==> src/rtl/uart_pkg.sv <==
// Shared UART register map, STAT/CTRL bit positions and host-interface FSM states.
package uart_pkg;

  localparam logic [31:0] UART_RX_OFF   = 32'h0;
  localparam logic [31:0] UART_TX_OFF   = 32'h4;
  localparam logic [31:0] UART_STAT_OFF = 32'h8;
  localparam logic [31:0] UART_CTRL_OFF = 32'hC;

  localparam int unsigned STAT_RX_VALID_BIT = 0;
  localparam int unsigned STAT_BREAK_BIT    = 3;
  localparam int unsigned STAT_TX_FULL_BIT  = 4;

  // Writing this to CTRL clears a pending BREAK and leaves all interrupt enables off.
  localparam int unsigned CTRL_CLR_BREAK_BIT = 4;
  localparam logic [31:0] CTRL_CLR_BREAK     = 32'h0000_0010;

  typedef enum logic [2:0] {
    POLL_REQ,
    POLL_RSP,
    RX_REQ,
    RX_RSP,
    TX_REQ,
    BRK_REQ,
    GAP
  } uart_state_e;

endpackage

==> src/rtl/scarv_ccx_memif.sv <==
// Simple request/grant memory interface; read data returns one cycle after grant.
interface scarv_ccx_memif;

  logic        req;
  logic        wen;
  logic [3:0]  strb;
  logic [31:0] addr;
  logic [31:0] wdata;
  logic        gnt;
  logic [31:0] rdata;
  logic        error;

  modport REQ (output req, wen, strb, addr, wdata, input gnt, rdata, error);
  modport RSP (input req, wen, strb, addr, wdata, output gnt, rdata, error);

endinterface

==> src/rtl/uart_host_if.sv <==
// Polls a memory-mapped UART over memif and bridges its RX/TX data registers to
// valid/ready byte ports. Define UART_HOST_BREAK_EN to detect and clear UART BREAK.
module uart_host_if #(
  parameter logic [31:0] BASE_ADDR = 32'h4000_1000,
  parameter int unsigned POLL_GAP  = 16
) (
  input  logic        g_clk,
  input  logic        g_reset,
  scarv_ccx_memif.REQ memif,
  input  logic        tx_valid,
  output logic        tx_ready,
  input  logic [7:0]  tx_data,
  output logic        rx_valid,
  input  logic        rx_ready,
  output logic [7:0]  rx_data,
  output logic        rx_break,
  output logic        err
);

  import uart_pkg::*;

  localparam logic [7:0] GAP_LAST = 8'(POLL_GAP - 1);

  uart_state_e state_q, state_d;
  logic        started_q;
  logic [7:0]  gap_cnt_q, gap_cnt_d;
  logic        tx_full_q, tx_full_d;
  logic [7:0]  tx_byte_q, tx_byte_d;
  logic        rx_valid_q, rx_valid_d;
  logic [7:0]  rx_data_q, rx_data_d;
  logic        err_q, err_d;

  logic        req_c;
  logic        wen_c;
  logic [3:0]  strb_c;
  logic [31:0] addr_c;
  logic [31:0] wdata_c;
  logic        tx_hs;
  logic        unused_rdata;

`ifdef UART_HOST_BREAK_EN
  logic rx_break_q, rx_break_d;
`endif

  always_comb begin
    state_d    = state_q;
    gap_cnt_d  = gap_cnt_q;
    tx_full_d  = tx_full_q;
    tx_byte_d  = tx_byte_q;
    rx_valid_d = rx_valid_q;
    rx_data_d  = rx_data_q;
    err_d      = err_q;
    req_c      = 1'b0;
    wen_c      = 1'b0;
    strb_c     = '0;
    addr_c     = '0;
    wdata_c    = '0;
`ifdef UART_HOST_BREAK_EN
    rx_break_d = 1'b0;
`endif

    tx_hs = tx_valid && !tx_full_q;
    if (tx_hs) begin
      tx_full_d = 1'b1;
      tx_byte_d = tx_data;
    end
    if (rx_valid_q && rx_ready) begin
      rx_valid_d = 1'b0;
    end

    case (state_q)
      POLL_REQ: begin
        // started_q keeps req low in the first cycle out of reset.
        req_c  = started_q;
        addr_c = BASE_ADDR + UART_STAT_OFF;
        if (started_q && memif.gnt) begin
          state_d = POLL_RSP;
        end
      end
      POLL_RSP: begin
        if (memif.error) begin
          err_d   = 1'b1;
          state_d = GAP;
`ifdef UART_HOST_BREAK_EN
        end else if (memif.rdata[STAT_BREAK_BIT]) begin
          state_d = BRK_REQ;
`endif
        end else if (memif.rdata[STAT_RX_VALID_BIT] && !rx_valid_q) begin
          state_d = RX_REQ;
        end else if (tx_full_q && !memif.rdata[STAT_TX_FULL_BIT]) begin
          state_d = TX_REQ;
        end else begin
          state_d = GAP;
        end
      end
      RX_REQ: begin
        req_c  = 1'b1;
        addr_c = BASE_ADDR + UART_RX_OFF;
        if (memif.gnt) begin
          state_d = RX_RSP;
        end
      end
      RX_RSP: begin
        if (memif.error) begin
          err_d   = 1'b1;
          state_d = GAP;
        end else begin
          rx_data_d  = memif.rdata[7:0];
          rx_valid_d = 1'b1;
          state_d    = POLL_REQ;
        end
      end
      TX_REQ: begin
        req_c   = 1'b1;
        wen_c   = 1'b1;
        strb_c  = 4'b0001;
        addr_c  = BASE_ADDR + UART_TX_OFF;
        wdata_c = {24'b0, tx_byte_q};
        if (memif.gnt) begin
          tx_full_d = 1'b0;
          state_d   = POLL_REQ;
        end
      end
      BRK_REQ: begin
`ifdef UART_HOST_BREAK_EN
        req_c   = 1'b1;
        wen_c   = 1'b1;
        strb_c  = 4'b0001;
        addr_c  = BASE_ADDR + UART_CTRL_OFF;
        wdata_c = CTRL_CLR_BREAK;
        if (memif.gnt) begin
          rx_break_d = 1'b1;
          state_d    = POLL_REQ;
        end
`else
        state_d = POLL_REQ;
`endif
      end
      GAP: begin
        // A freshly accepted TX byte cuts the idle gap short.
        if (tx_hs || gap_cnt_q == GAP_LAST) begin
          gap_cnt_d = '0;
          state_d   = POLL_REQ;
        end else begin
          gap_cnt_d = gap_cnt_q + 8'd1;
        end
      end
      default: begin
        state_d = POLL_REQ;
      end
    endcase
  end

  always_ff @(posedge g_clk or posedge g_reset) begin
    if (g_reset) begin
      state_q    <= POLL_REQ;
      started_q  <= 1'b0;
      gap_cnt_q  <= '0;
      tx_full_q  <= 1'b0;
      tx_byte_q  <= '0;
      rx_valid_q <= 1'b0;
      rx_data_q  <= '0;
      err_q      <= 1'b0;
    end else begin
      state_q    <= state_d;
      started_q  <= 1'b1;
      gap_cnt_q  <= gap_cnt_d;
      tx_full_q  <= tx_full_d;
      tx_byte_q  <= tx_byte_d;
      rx_valid_q <= rx_valid_d;
      rx_data_q  <= rx_data_d;
      err_q      <= err_d;
    end
  end

`ifdef UART_HOST_BREAK_EN
  always_ff @(posedge g_clk or posedge g_reset) begin
    if (g_reset) begin
      rx_break_q <= 1'b0;
    end else begin
      rx_break_q <= rx_break_d;
    end
  end
  assign rx_break = rx_break_q;
`else
  assign rx_break = 1'b0;
`endif

  assign memif.req   = req_c;
  assign memif.wen   = wen_c;
  assign memif.strb  = strb_c;
  assign memif.addr  = addr_c;
  assign memif.wdata = wdata_c;

  assign tx_ready = !tx_full_q;
  assign rx_valid = rx_valid_q;
  assign rx_data  = rx_data_q;
  assign err      = err_q;

  assign unused_rdata = ^memif.rdata[31:8];

endmodule

==> src/flat_wrapper.sv <==
// flat-port wrapper written by rule: the top's interface ports become plain ports
module uart_host_if_flat import uart_pkg::*;
#(
  parameter logic [31:0] BASE_ADDR = 32'h4000_1000,
  parameter int unsigned POLL_GAP  = 16
)
  (g_clk, g_reset, tx_valid, tx_ready, tx_data, rx_valid, rx_ready, rx_data, rx_break, err, memif_req, memif_wen, memif_strb, memif_addr, memif_wdata, memif_gnt, memif_rdata, memif_error);
  scarv_ccx_memif memif_i ();
  input  logic g_clk;
  input  logic g_reset;
  input  logic tx_valid;
  output logic tx_ready;
  input  logic [7:0] tx_data;
  output logic rx_valid;
  input  logic rx_ready;
  output logic [7:0] rx_data;
  output logic rx_break;
  output logic err;
  output wire logic [$bits(memif_i.req)-1:0] memif_req;
  output wire logic [$bits(memif_i.wen)-1:0] memif_wen;
  output wire logic [$bits(memif_i.strb)-1:0] memif_strb;
  output wire logic [$bits(memif_i.addr)-1:0] memif_addr;
  output wire logic [$bits(memif_i.wdata)-1:0] memif_wdata;
  input wire logic [$bits(memif_i.gnt)-1:0] memif_gnt;
  input wire logic [$bits(memif_i.rdata)-1:0] memif_rdata;
  input wire logic [$bits(memif_i.error)-1:0] memif_error;
  assign memif_req = memif_i.req;
  assign memif_wen = memif_i.wen;
  assign memif_strb = memif_i.strb;
  assign memif_addr = memif_i.addr;
  assign memif_wdata = memif_i.wdata;
  assign memif_i.gnt = memif_gnt;
  assign memif_i.rdata = memif_rdata;
  assign memif_i.error = memif_error;
  uart_host_if #(.BASE_ADDR(BASE_ADDR), .POLL_GAP(POLL_GAP)) u_core (.g_clk(g_clk), .g_reset(g_reset), .memif(memif_i), .tx_valid(tx_valid), .tx_ready(tx_ready), .tx_data(tx_data), .rx_valid(rx_valid), .rx_ready(rx_ready), .rx_data(rx_data), .rx_break(rx_break), .err(err));
endmodule
==> config.mk <==
export PLATFORM = sky130hd
export DESIGN_NAME = uart_host_if_flat
export DESIGN_NICKNAME = d
export VERILOG_FILES = /design/src/rtl/uart_pkg.sv /design/src/rtl/scarv_ccx_memif.sv /design/src/rtl/uart_host_if.sv /design/src/flat_wrapper.sv
export SDC_FILE = /design/constraint.sdc
export NUM_CORES = 1
export LEC_CHECK = 0
export CORE_AREA = 2 2 55 108
export DETAILED_ROUTE_END_ITERATION = 7
export DIE_AREA = 0 0 57 110
export GPL_ROUTABILITY_DRIVEN = 0
export MAX_ROUTING_LAYER = met4
export PLACE_DENSITY = 0.79
export SLEW_MARGIN = 10
export SYNTH_ARGS = -nofsm -noshare
export SYNTH_HDL_FRONTEND = slang
export SYNTH_SLANG_ARGS = --single-unit
==> constraint.sdc <==
create_clock -name g_clk -period 1.8 [get_ports g_clk]
set_input_delay 0.36 -clock g_clk [delete_from_list [all_inputs] [get_ports g_clk]]
set_output_delay 0.36 -clock g_clk [all_outputs]
set_load 0.05 [all_outputs]
---- Word level (Yosys, flattened, before mapping) ----
Cells that the tools add are included.
cells by class
  add/sub/neg operators ................... 1
  eq/ne operators ......................... 10
  muxes and demuxes ....................... 21
  bitwise operators ....................... 1
  reductions and logical operators ........ 15
operator list
  cell                                           count
  case mux 31 bit (3 select lines)               1
  2-to-1 mux 3 bit                               7
  case mux 3 bit (6 select lines)                1
  2-to-1 mux 8 bit                               2
  adder 8 x 1 -> 8 bit, second input constant    1
  == test 8 x 4 -> 1 bit, second input constant  1
  2-to-1 mux 1 bit                               8
  == test 3 x 2 -> 1 bit, second input constant  2
  == test 3 bit, second input constant           2
  logical AND 1 bit                              5
  != test 2 x 1 -> 1 bit, second input constant  2
  != test 2 bit, second input constant           2
  AND reduction 2 bit                            2
  AND reduction 4 bit                            1
  OR reduction 2 bit                             2
  == test 3 x 1 -> 1 bit, second input constant  1
  zero test 1 bit                                3
  zero test 3 bit                                1
  2-to-1 mux 2 bit                               1
  case mux 1 bit (2 select lines)                1
  logical OR 1 bit                               1
  NOT 1 bit                                      1
storage, ports and cells
  register bits after elaboration ......... 31
  bits of input ports ..................... 46
  logic and storage cells ................. 56

---- Logic depth before layout (Yosys ltp) ----
Gate-level depths: netlist of run 1.
  word-level depth ........................ 6
  mapped depth ............................ 5
  gate-level depth less buffers ........... 5

---- Worst setup path after synthesis of run 1 ----
No wires, ideal clock.
  path kind ............................... register -> output
  from .................................... register u_core.state_q[1]
  to ...................................... output port memif_req
  arrival ................................. 2.668 ns
  data required time ...................... 1.440 ns
  path slack .............................. -1.228 ns
  stages on the path, launching flop included .. 4
  buffers on the path ..................... 1
  path through ............................ dfrtp_1 > buf_2 > a21oi_1 > a21boi_0
on the way
  longest elaborated chain between the ends .. 3
  elaborated cells on any way between the ends .. 5
ends and longest elaborated chain
  element                                                         line                 text
  from (decl)                                                     uart_host_if.sv:24   uart_state_e state_q, state_d;
  from (signal assigned)                                          uart_host_if.sv:165  state_q <= state_d;
  == test 3 x 2 -> 1 bit / == test 3 bit (equally long branches)  uart_host_if.sv:71   case (state_q)
  OR reduction 2 bit (no source line)                             --
  case mux 1 bit (2 select lines) *                               uart_host_if.sv:71
  to (decl)                                                       flat_wrapper.sv:19   output wire logic [$bits(memif_i.req)-1:0] memif_req;
Mark *: on every way between the ends. The rest lies on a longest branch, timed or not.

---- Worst setup path after layout of run 1 ----
  from .................................... register u_core.state_q[0]
  to ...................................... output port memif_addr[2]
on the way
  longest elaborated chain between the ends .. 2
  elaborated cells on any way between the ends .. 4
ends and longest elaborated chain
  element                                      line                text
  == test 3 bit, or another cell as far along  uart_host_if.sv:71
  case mux 31 bit (3 select lines) *           uart_host_if.sv:71
  to (decl)                                    flat_wrapper.sv:22  output wire logic [$bits(memif_i.addr)-1:0] memif_addr;
Marks and branches as above.

==> key figures, run 1 <==
Clock tree
  – CTS max path bufs: 2
  – CTS root buf: clkbuf_8
  – TritonCTS clock tree: yes
  – Clock Latency Late Sink: 280 ps
  – CTS H-tree depth: 2
  – Clock sink count: 31
  – CTS Buf Count: 5
  – Worst-path clk slew: 60 ps

Setup path
  – Arr. time, crit path: 1390 ps
  – Critical Path End Type: output pin
  – CP Max Fanout: 6
  – WS Path Type: flip-flop to output pin
  – Worst setup SP type: flip-flop
  – Data required time at the worst endpoint: 1440 ps

Place
  – Area post-placement: 2449 um2
  – Post-place setup slack: -41.53 ps
  – Port Buffers: 47
  – Post-DP HPWL: 2981 um

Cells and area
  – Final #Nets: 300
  – Commonest non-fill, non-tap cell in the layout: conb_1
  – Share of layout cells above drive strength 1: 0.3241
  – Most frequent cells in the layout: 57 x conb_1, 30 x dfrtp_1, 25 x buf_4, 21 x clkdlybuf4s50_1
  – Syn-to-layout area delta: 36.44%
  – Diode count: 0
  – Fin area: 2586 um2
  – Fillers: 494

Logic synthesis
  – Unique cell type count in the Yosys netlist: 33
  – Leading area contributor after synthesis: dfrtp_1
  – Top-area cell type share of the netlist area: 0.4092
  – Mapped Avg Cell Area: 9.873 um2
  – Async S/R FF share, synth: 1.000
  – Synthesized cell area: 1896 um2
  – EDFF count, synth: 0
  – #FFs+latches synth: 31
  – Largest cells by area after synthesis: dfrtp_1 41%, buf_4 23%, mux2_2 9.5%
  – Top FF cell, synth: dfrtp_1
  – Synth warn: 0
  – Mapped Cells: 192
  – Sequential area share after synthesis: 0.4092

Die
  – Core area: 5420 um2
  – Initial core utilization: 0.3497
  – Ports: 128
  – Die height: 110 um
  – Row cnt: 38
  – Die area: 6270 um2
  – Die X: 57 um

STA
  – Sum Neg Setup Slack: 0 ps
  – Final min period: 1754 ps
  – FMAX: 570.1 MHz
  – Fin crit share: 0.9746
  – Slew margin rel.: 0.6038
  – Worst-Margin Slew: 589.7 ps
  – Setup violators final: 0
  – Unrepaired setup endpoints after global routing: yes
  – Post-route setup slack: 45.81 ps
  – Clk_skew: 6.741 ps
  – Max-slew violations: 0
  – Hold Violations, Final: 0
  – WHS: 467.1 ps

Power and ir drop
  – Leakage: 1.248 nW
  – Total power divided by cell area: 1655 nW/um2
  – VDD IR max: 1137 uV

GRT
  – Vias in the first global route: 1301
  – Largest net degree at the start of global routing: 32
  – GR met2 Demand/Resource: 0.2365
  – First-pass GRT wire length: 5920 um
  – M3 GR Usage: 0.02217
  – GRT Total Usage: 0.1233
  – Top Usage Layer GRT: met2
  – GRT overflow: 0
  – Initial antenna violation count: 0
  – Met1 usage: 0.1204

Route
  – Antenna Nets Post-Route: 0
  – DRC viols: 0
  – Detailed Route Iter0 Violations: 44
  – Routed WL: 3819 um
  – Via density: 4.556
  – Vias post-DR: 1426
  – Drt first pass iters: 4
  – DR WL/cell: 12.20 um

Status
  – Outcome: finished clean

Run
  – Maxcap violations: 0

Min path
  – Min-delay worst type: input pin to asynchronous set/reset pin
[through the flow]
step	std cells	util	power (mW)
final	313	0.4771	4.280
after CTS	313	0.4732	4.275
after global routing	313	0.4771	4.496
after floorplan	247	-	2.892
after detailed placement	304	0.4518	3.674
after global placement	304	0.4518	3.624
[cell type report]
| cell class | instances | area (um2) | area share |
|---|---|---|---|
| clock buffers | 6 | 82.58 | 0.03193 |
| clock inverters | 1 | 5.005 | 0.001935 |
| inverters | 5 | 18.77 | 0.007257 |
| multi-input cells | 148 | 909.6 | 0.3517 |
| flip-flops and latches | 31 | 777.0 | 0.3004 |
| well taps | 60 | 75.07 | 0.02903 |
| repair buffers | 62 | 718.2 | 0.2777 |
[layer usage]
layer	vias up	routed length (um)	part of all wire
met5	-	0	0
met4	0	68	0.018
met3	7	302	0.079
met2	94	2221	0.58
met1	680	1225	0.32
li1	645	-	-
[final timing paths]
path / from / endpoint / slack (ps) / cells after the start
max: u_core.state_q[0] / memif_addr[2] / 50 / 3
min: g_reset / u_core.tx_byte_q[4] / 470 / 3
max reg2reg: u_core.gap_cnt_q[0] / u_core.gap_cnt_q[6] / 120 / 5
min reg2reg: u_core.err / u_core.err / 490 / 1
max in group asynchronous: g_reset / u_core.state_q[1] / 1020 / 3
min in group g_clk: u_core.err / u_core.err / 490 / 1
[cells by family after synthesis]
family | Yosys count | share of synthesized area
simple gates | 48 | 0.1446
mux | 16 | 0.09505
flops | 31 | 0.4092
buf+inv | 68 | 0.2554
fa+ha+maj | 1 | 0.006600
other cells | 2 | 0.003962
compound gates | 26 | 0.08515
[timing repair]
action                     in CTS  in global routing
setup endpoints to repair      15                 12
gates resized for setup         2                  4
hold buffers                    0                  0
buffers inserted                2                  0
pin swaps                       1                  3
[sequential cells by signal, indices dropped and copies added (netlist names)]
| signal | cells |
|---|---|
| u_core.tx_full_q | 1 |
| u_core.gap_cnt_q | 8 |
| u_core.started_q | 1 |
| u_core.err | 1 |
| u_core.tx_byte_q | 8 |
| u_core.rx_valid | 1 |
| u_core.state_q | 3 |
| u_core.rx_data | 8 |
[report_power, final]
part / switching [mW] / leakage (nW) / internal, mW
clock network: 0.246 / 0.0470 / 0.299
logic: 1.54 / 0.824 / 1.03
registers: 0.189 / 0.377 / 0.977
[synthesized netlist by cell type, types with 2 or more instances]
| master | n |
|---|---|
| a21oi_1 | 5 |
| a31oi_1 | 5 |
| a41oi_1 | 2 |
| and2_1 | 9 |
| and3_1 | 2 |
| buf_2 | 3 |
| buf_4 | 58 |
| conb_1 | 2 |
| dfrtp_1 | 31 |
| inv_1 | 5 |
| mux2_2 | 16 |
| nand2_1 | 13 |
| nand2b_1 | 3 |
| nand3_1 | 2 |
| nor2_1 | 6 |
| nor3_1 | 4 |
| o21ai_0 | 9 |
| or3_1 | 2 |
[critical path, cell delays in order, from the launching register on]
cell and delay (ps):
dfrtp_1 420, buf_4 180, nor3_1 330, buf_12 190
Power figures use the tool's default switching activity.
==> run 2: changes to the inputs <==
--- a/config.mk
+++ b/config.mk
@@ -10,7 +10,7 @@
 export DIE_AREA = 0 0 57 110
 export GPL_ROUTABILITY_DRIVEN = 0
 export MAX_ROUTING_LAYER = met4
-export PLACE_DENSITY = 0.79
+export PLACE_DENSITY = 0.8
 export SLEW_MARGIN = 10
 export SYNTH_ARGS = -nofsm -noshare
 export SYNTH_HDL_FRONTEND = slang
==> key figures, run 2 (same netlist as run 1, synthesis figures left out) <==
Power and ir drop
  – Int Pwr: 2.479 mW (+7.4%)
  – Leakage: 1.271 nW (+1.8%)
  – Reg power frac: 0.263 (-0.009)
  – Sw Share: 0.4472 (-0.01357)
  – Comb pwr share: 0.578 (-0.022)
  – Total power divided by cell area: 1709 nW/um2 (+3.2%)
  – Pwr Total: 4.485 mW (+4.8%)
  – Psw: 2.006 mW (+1.7%)
  – Clock power share: 0.159 (+0.032)
  – VDD IR max: 975.8 uV (-14%)

Route
  – Routed WL: 3960 um (+3.7%)
  – Vias post-DR: 1425 (-0.070%)
  – DRC viols: 0 (unchanged)
  – Detailed Route Iter0 Violations: 19 (-57%)
  – DR WL/cell: 12.53 um (+2.7%)
  – Via density: 4.509 (-1.0%)
  – Drt first pass iters: 4 (unchanged)
  – Antenna Nets Post-Route: 0 (unchanged)

Clock tree
  – Clock sink count: 31 (unchanged)
  – Hold_buf cts: 0 (unchanged)
  – Clock Latency Late Sink: 290 ps (about the same)
  – CTS root buf: clkbuf_8
  – CTS max path bufs: 2 (unchanged)
  – CTS H-tree depth: 2 (unchanged)
  – Worst-path clk slew: 70 ps (about the same)
  – CTS Buf Count: 5 (unchanged)
  – TritonCTS clock tree: yes

GRT
  – GRT overflow: 0 (unchanged)
  – Largest net degree at the start of global routing: 32 (unchanged)
  – Initial antenna violation count: 0 (unchanged)
  – First-pass GRT wire length: 6196 um (+4.7%)
  – GRT Total Usage: 0.1288 (+0.005430)
  – Vias in the first global route: 1350 (+3.8%)

Place
  – Area post-placement: 2454 um2 (+0.20%)
  – Post-DP HPWL: 2975 um (-0.19%)
  – Port Buffers: 47 (unchanged)
  – Placed cells: 303 (-0.33%)

Die
  – Die area: 6270 um2 (unchanged)
  – Core area: 5420 um2 (unchanged)
  – Initial core utilization: 0.3497 (unchanged)
  – Die X: 57 um (unchanged)
  – Row cnt: 38 (unchanged)
  – Die height: 110 um (unchanged)
  – Ports: 128 (unchanged)

Cells and area
  – Commonest non-fill, non-tap cell in the layout: conb_1
  – Fillers: 489 (-1.0%)
  – Most frequent cells in the layout: 57 x conb_1, 29 x dfrtp_1, 27 x buf_4, 21 x clkdlybuf4s50_1
  – Fin util: 0.4843 (+0.007156)
  – Syn-to-layout area delta: 38.48%
  – Non-Filler Instances: 316 (+0.96%)
  – Fin area: 2625 um2 (+1.5%)
  – Share of layout cells above drive strength 1: 0.3359 (+0.01183)
  – Final #Nets: 302 (+0.67%)
  – Diode count: 0 (unchanged)

Status
  – Outcome: finished clean

STA
  – Clk_skew: 7.016 ps (+0.2747 ps)
  – Fin crit share: 0.9834 (+0.008855)
  – Unrepaired setup endpoints after global routing: yes
  – Final min period: 1770 ps (+15.94 ps)
  – Max-slew violations: 0 (unchanged)
  – FMAX: 564.9 MHz (-0.90%)
  – Hold Violations, Final: 0 (unchanged)
  – Setup violators final: 0 (unchanged)

Min path
  – Min-delay worst type: input pin to asynchronous set/reset pin

Run
  – Maxcap violations: 0 (unchanged)

Setup path
  – Data required time at the worst endpoint: 1440 ps (about the same)
  – Critical Path End Type: output pin
  – Worst setup SP type: flip-flop
  – Arr. time, crit path: 1410 ps (+20 ps)
  – WS Path Type: flip-flop to output pin
  – CP Max Fanout: 5 (-1)
## run 2: changes by cell type in the layout (fill, tap and decap cells not counted), sizes merged
cell | before | now
buf | 41 | 43
bufinv | 0 | 1
## run 2: timing repair
item,4_1_cts,5_1_grt
pin swaps,0,1
endpoints found under the setup margin,13,9
buffers inserted,4,1
gates resized for setup,3,3
## run 2: area by class of cell
class | instances | area (um2) | share of cell area
clock inverter | 2 | 35.03 | 0.01335
timing repair buffer | 64 | 733.2 | 0.2793
sequential | 31 | 778.2 | 0.2965
multi-input combinational | 148 | 902.1 | 0.3437
inverter | 5 | 18.77 | 0.007150
clock buffer | 6 | 82.58 | 0.03146
tap | 60 | 75.07 | 0.02860
## run 2: path summary, 6_finish.rpt
check | endpoint | cells after the start | from | slack (ps)
hold / removal | u_core.rx_data[1] | 3 | g_reset | 470
max in group asynchronous | u_core.state_q[1] | 3 | g_reset | 1010
setup reg to reg | u_core.gap_cnt_q[6] | 5 | u_core.gap_cnt_q[0] | 140
hold reg to reg | u_core.err | 1 | u_core.err | 480
setup / recovery | memif_req | 4 | u_core.state_q[1] | 30
min in group g_clk | u_core.err | 1 | u_core.err | 480
## run 2: power by group through the flow
stage	Sequential [mW]	Clock, mW	Combinational [mW]
2_1_floorplan	1.47	0	1.42
3_3_place_gp	1.18	0	2.45
3_5_place_dp	1.21	0	2.49
4_1_cts	1.18	0.727	2.56
5_1_grt	1.21	0.748	2.72
6_report	1.18	0.712	2.59
## run 2: metal layers
layer | vias to the layer above | global-route usage | wire length [um]
met1 | 679 | 0.1292 | 1334
met4 | 0 | 0.06312 | 67
li1 | 656 | - | -
met3 | 9 | 0.02800 | 276
met5 | - | - | 0
met2 | 81 | 0.2315 | 2283
## run 2: worst max-delay path, stage by stage (launching register included)
cell and delay (ps):
dfrtp_2 460, buf_4 180, a21oi_4 140, a21boi_4 200, buf_12 150
## run 2: per-stage QoR
| stage | setup WS, ps | hold WS, ps | TNS, ps |
|---|---|---|---|
| 2_1_floorplan | -283.7 | 444.7 | -1862 |
| 3_3_place_gp | -47.75 | 455.8 | -114.3 |
| 3_5_place_dp | -70.48 | 459.0 | -218.5 |
| 4_1_cts | 1.171 | 481.6 | 0 |
| 5_1_grt | -8.969 | 516.2 | -8.969 |
| 6_report | 29.87 | 465.9 | 0 |
==> run 3: changes to the inputs <==
--- a/config.mk
+++ b/config.mk
@@ -5,12 +5,12 @@
 export SDC_FILE = /design/constraint.sdc
 export NUM_CORES = 1
 export LEC_CHECK = 0
-export CORE_AREA = 2 2 55 108
+export CORE_AREA = 2 2 58 114
 export DETAILED_ROUTE_END_ITERATION = 7
-export DIE_AREA = 0 0 57 110
+export DIE_AREA = 0 0 60 116
 export GPL_ROUTABILITY_DRIVEN = 0
 export MAX_ROUTING_LAYER = met4
-export PLACE_DENSITY = 0.8
+export PLACE_DENSITY = 0.75
 export SLEW_MARGIN = 10
 export SYNTH_ARGS = -nofsm -noshare
 export SYNTH_HDL_FRONTEND = slang
==> constraint.sdc (replaced) <==
create_clock -name g_clk -period 1.6 [get_ports g_clk]
set_input_delay 0.32 -clock g_clk [delete_from_list [all_inputs] [get_ports g_clk]]
set_output_delay 0.32 -clock g_clk [all_outputs]
set_load 0.05 [all_outputs]
==> key figures, run 3 (same netlist as run 1, synthesis figures left out) <==
Status
  – Outcome: complete, but fails checks
  – Failing checks: negative setup slack

Setup path
  – WS Path Type: flip-flop to output pin
  – R2R Path End: u_core.rx_data[2]
  – Cell at the slowest stage of the critical path: dfrtp_2
  – Most used cell, CP: buf_12
  – R2r setup slk: 40 ps (-100 ps)
  – Worst setup SP type: flip-flop
  – CP Cell Sequence: nor3_4 > buf_12 > and2_4 > buf_12
  – Data required time at the worst endpoint: 1280 ps (-160 ps)
  – CP max stage delay: 440 ps (-20 ps)
  – Critical Path End Type: output pin
  – Arr. time, crit path: 1370 ps (-40 ps)
  – R2R depth: 4 (-1)
  – Critical path buffers and inverters: 2 (unchanged)
  – CP Max Fanout: 11 (+6)
  – RR Startpoint: u_core.state_q[2]
  – Cell family with most CP delay: flip-flops

Power and ir drop
  – VDD IR max: 1253 uV (+28%)
  – Total power divided by cell area: 1977 nW/um2 (+16%)
  – Leakage: 1.369 nW (+7.7%)

Cells and area
  – Syn-to-layout area delta: 52.74%
  – Diode count: 0 (unchanged)
  – FF/Latch Area: 778.2 um2 (unchanged)
  – Non-Filler Instances: 351 (+11%)
  – Most frequent cells in the layout: 57 x conb_1, 29 x buf_4, 29 x dfrtp_1, 21 x clkdlybuf4s50_1, 19 x buf_12
  – Fillers: 544 (+11%)
  – Commonest non-fill, non-tap cell in the layout: conb_1
  – Share of layout cells above drive strength 1: 0.3820 (+0.04608)
  – Area of the multi-input gates: 943.4 um2 (+4.6%)
  – Final #Nets: 313 (+3.6%)

Clock tree
  – CTS H-tree depth: 2 (unchanged)
  – Hold_buf cts: 0 (unchanged)
  – Clock Latency Late Sink: 280 ps (about the same)
  – CTS Buf Count: 5 (unchanged)
  – CTS max path bufs: 2 (unchanged)
  – TritonCTS clock tree: yes
  – Clock sink count: 31 (unchanged)
  – Worst-path clk slew: 50 ps (-20 ps)
  – CTS root buf: clkbuf_16

GRT
  – Largest net degree at the start of global routing: 24 (-25%)
  – GRT overflow: 0 (unchanged)
  – Vias in the first global route: 1360 (+0.74%)
  – GRT Total Usage: 0.1320 (+0.003284)
  – Initial antenna violation count: 0 (unchanged)
  – First-pass GRT wire length: 6596 um (+6.5%)

Die
  – Row cnt: 40 (+5.3%)
  – Core area: 6056 um2 (+12%)
  – Ports: 128 (unchanged)
  – Die area: 6960 um2 (+11%)
  – Die X: 60 um (+5.3%)
  – Die height: 116 um (+5.5%)
  – Initial core utilization: 0.3130 (-0.03671)

Place
  – Post-DP HPWL: 3243 um (+9.0%)
  – Post-place setup slack: -143.3 ps (-72.83 ps)
  – Placed cells: 330 (+8.9%)
  – Port Buffers: 47 (unchanged)

STA
  – FMAX: 591.2 MHz
  – Setup violators final: 12 (+12)
  – Hold Violations, Final: 0 (unchanged)
  – Unrepaired setup endpoints after global routing: yes
  – Post-route setup slack: -91.37 ps (-121.2 ps)
  – Clk_skew: 3.916 ps (-3.100 ps)
  – WHS: 325.4 ps (-140.5 ps)
  – Final min period: 1691 ps
  – Fin crit share: 1.057
  – Max-slew violations: 0 (unchanged)

Route
  – DR WL/cell: 12.92 um (+3.1%)
  – Drt first pass iters: 5 (+1)
  – DRC viols: 0 (unchanged)
  – Antenna Nets Post-Route: 0 (unchanged)
  – Via density: 4.279 (-5.1%)
  – Vias post-DR: 1502 (+5.4%)
  – Routed WL: 4535 um (+15%)
  – Detailed Route Iter0 Violations: 59 (+40)

Min path
  – Min-delay worst type: input pin to asynchronous set/reset pin

Run
  – Maxcap violations: 0 (unchanged)
-- run 3: cell types whose count changed in the layout (fill, tap and decap cells not counted), sizes merged --
cell	previous run	this run
buf	43	54
-- run 3: through the flow --
step | area [um2] | power (mW) | setup TNS (ps) | util
floorplan | 2165 | 3.299 | -2979 | -
global placement | 2562 | 4.218 | -1687 | 0.4231
detailed placement | 2562 | 4.296 | -1934 | 0.4231
CTS | 2798 | 5.575 | -1253 | 0.4620
global route | 2895 | 5.969 | -1774 | 0.4781
finish | 2895 | 5.725 | -968.1 | 0.4781
-- run 3: where the power goes --
| group | leakage (nW) | internal (mW) | switching, mW | total, mW |
|---|---|---|---|---|
| Sequential | 0.376 | 1.10 | 0.220 | 1.32 |
| Combinational | 0.906 | 1.42 | 1.87 | 3.29 |
| Clock | 0.0868 | 0.773 | 0.340 | 1.11 |
-- run 3: what timing repair did --
action,in CTS,in global routing
buffers inserted,6,6
cloned,0,1
pin swaps,2,5
resized for setup,6,12
endpoints found under the setup margin,15,28
-- run 3: how the worst max path moves through the flow --
| stage | cells after the start | slack [ps] | end | start |
|---|---|---|---|---|
| after floorplan | 4 | -300 | memif_wdata[0] | u_core.state_q[2] |
| after global placement | 6 | -150 | u_core.gap_cnt_q[7] | tx_valid |
| after detailed placement | 6 | -140 | u_core.gap_cnt_q[7] | tx_valid |
| after CTS | 5 | -130 | memif_wdata[2] | u_core.state_q[2] |
| after global routing | 5 | -140 | memif_wdata[2] | u_core.state_q[2] |
| final | 4 | -90 | memif_wdata[2] | u_core.state_q[1] |
-- run 3: metal layers --
| metal | share of wire | GRT usage | vias to the layer above |
|---|---|---|---|
| li1 | - | - | 680 |
| met1 | 0.31 | 0.1339 | 719 |
| met2 | 0.61 | 0.2341 | 93 |
| met3 | 0.054 | 0.02121 | 10 |
| met4 | 0.023 | 0.06667 | 0 |
| met5 | 0 | - | - |
-- run 3: worst reg2reg max path: cells and delay by family, from the launching register on --
kind / cells / cell delay [ps]
buffers and inverters: 2 / 350
flip-flops: 1 / 400
multiplexers: 1 / 340
AND/OR/NAND/NOR: 1 / 350
-- run 3: final cells by class --
| cell class | count | share of cell area |
|---|---|---|
| multi-input cells | 148 | 0.3258 |
| repair buffers | 75 | 0.3025 |
| flip-flops and latches | 31 | 0.2688 |
| clock buffers | 6 | 0.04797 |
| well taps | 84 | 0.03630 |
| clock inverters | 2 | 0.01210 |
| inverters | 5 | 0.006482 |
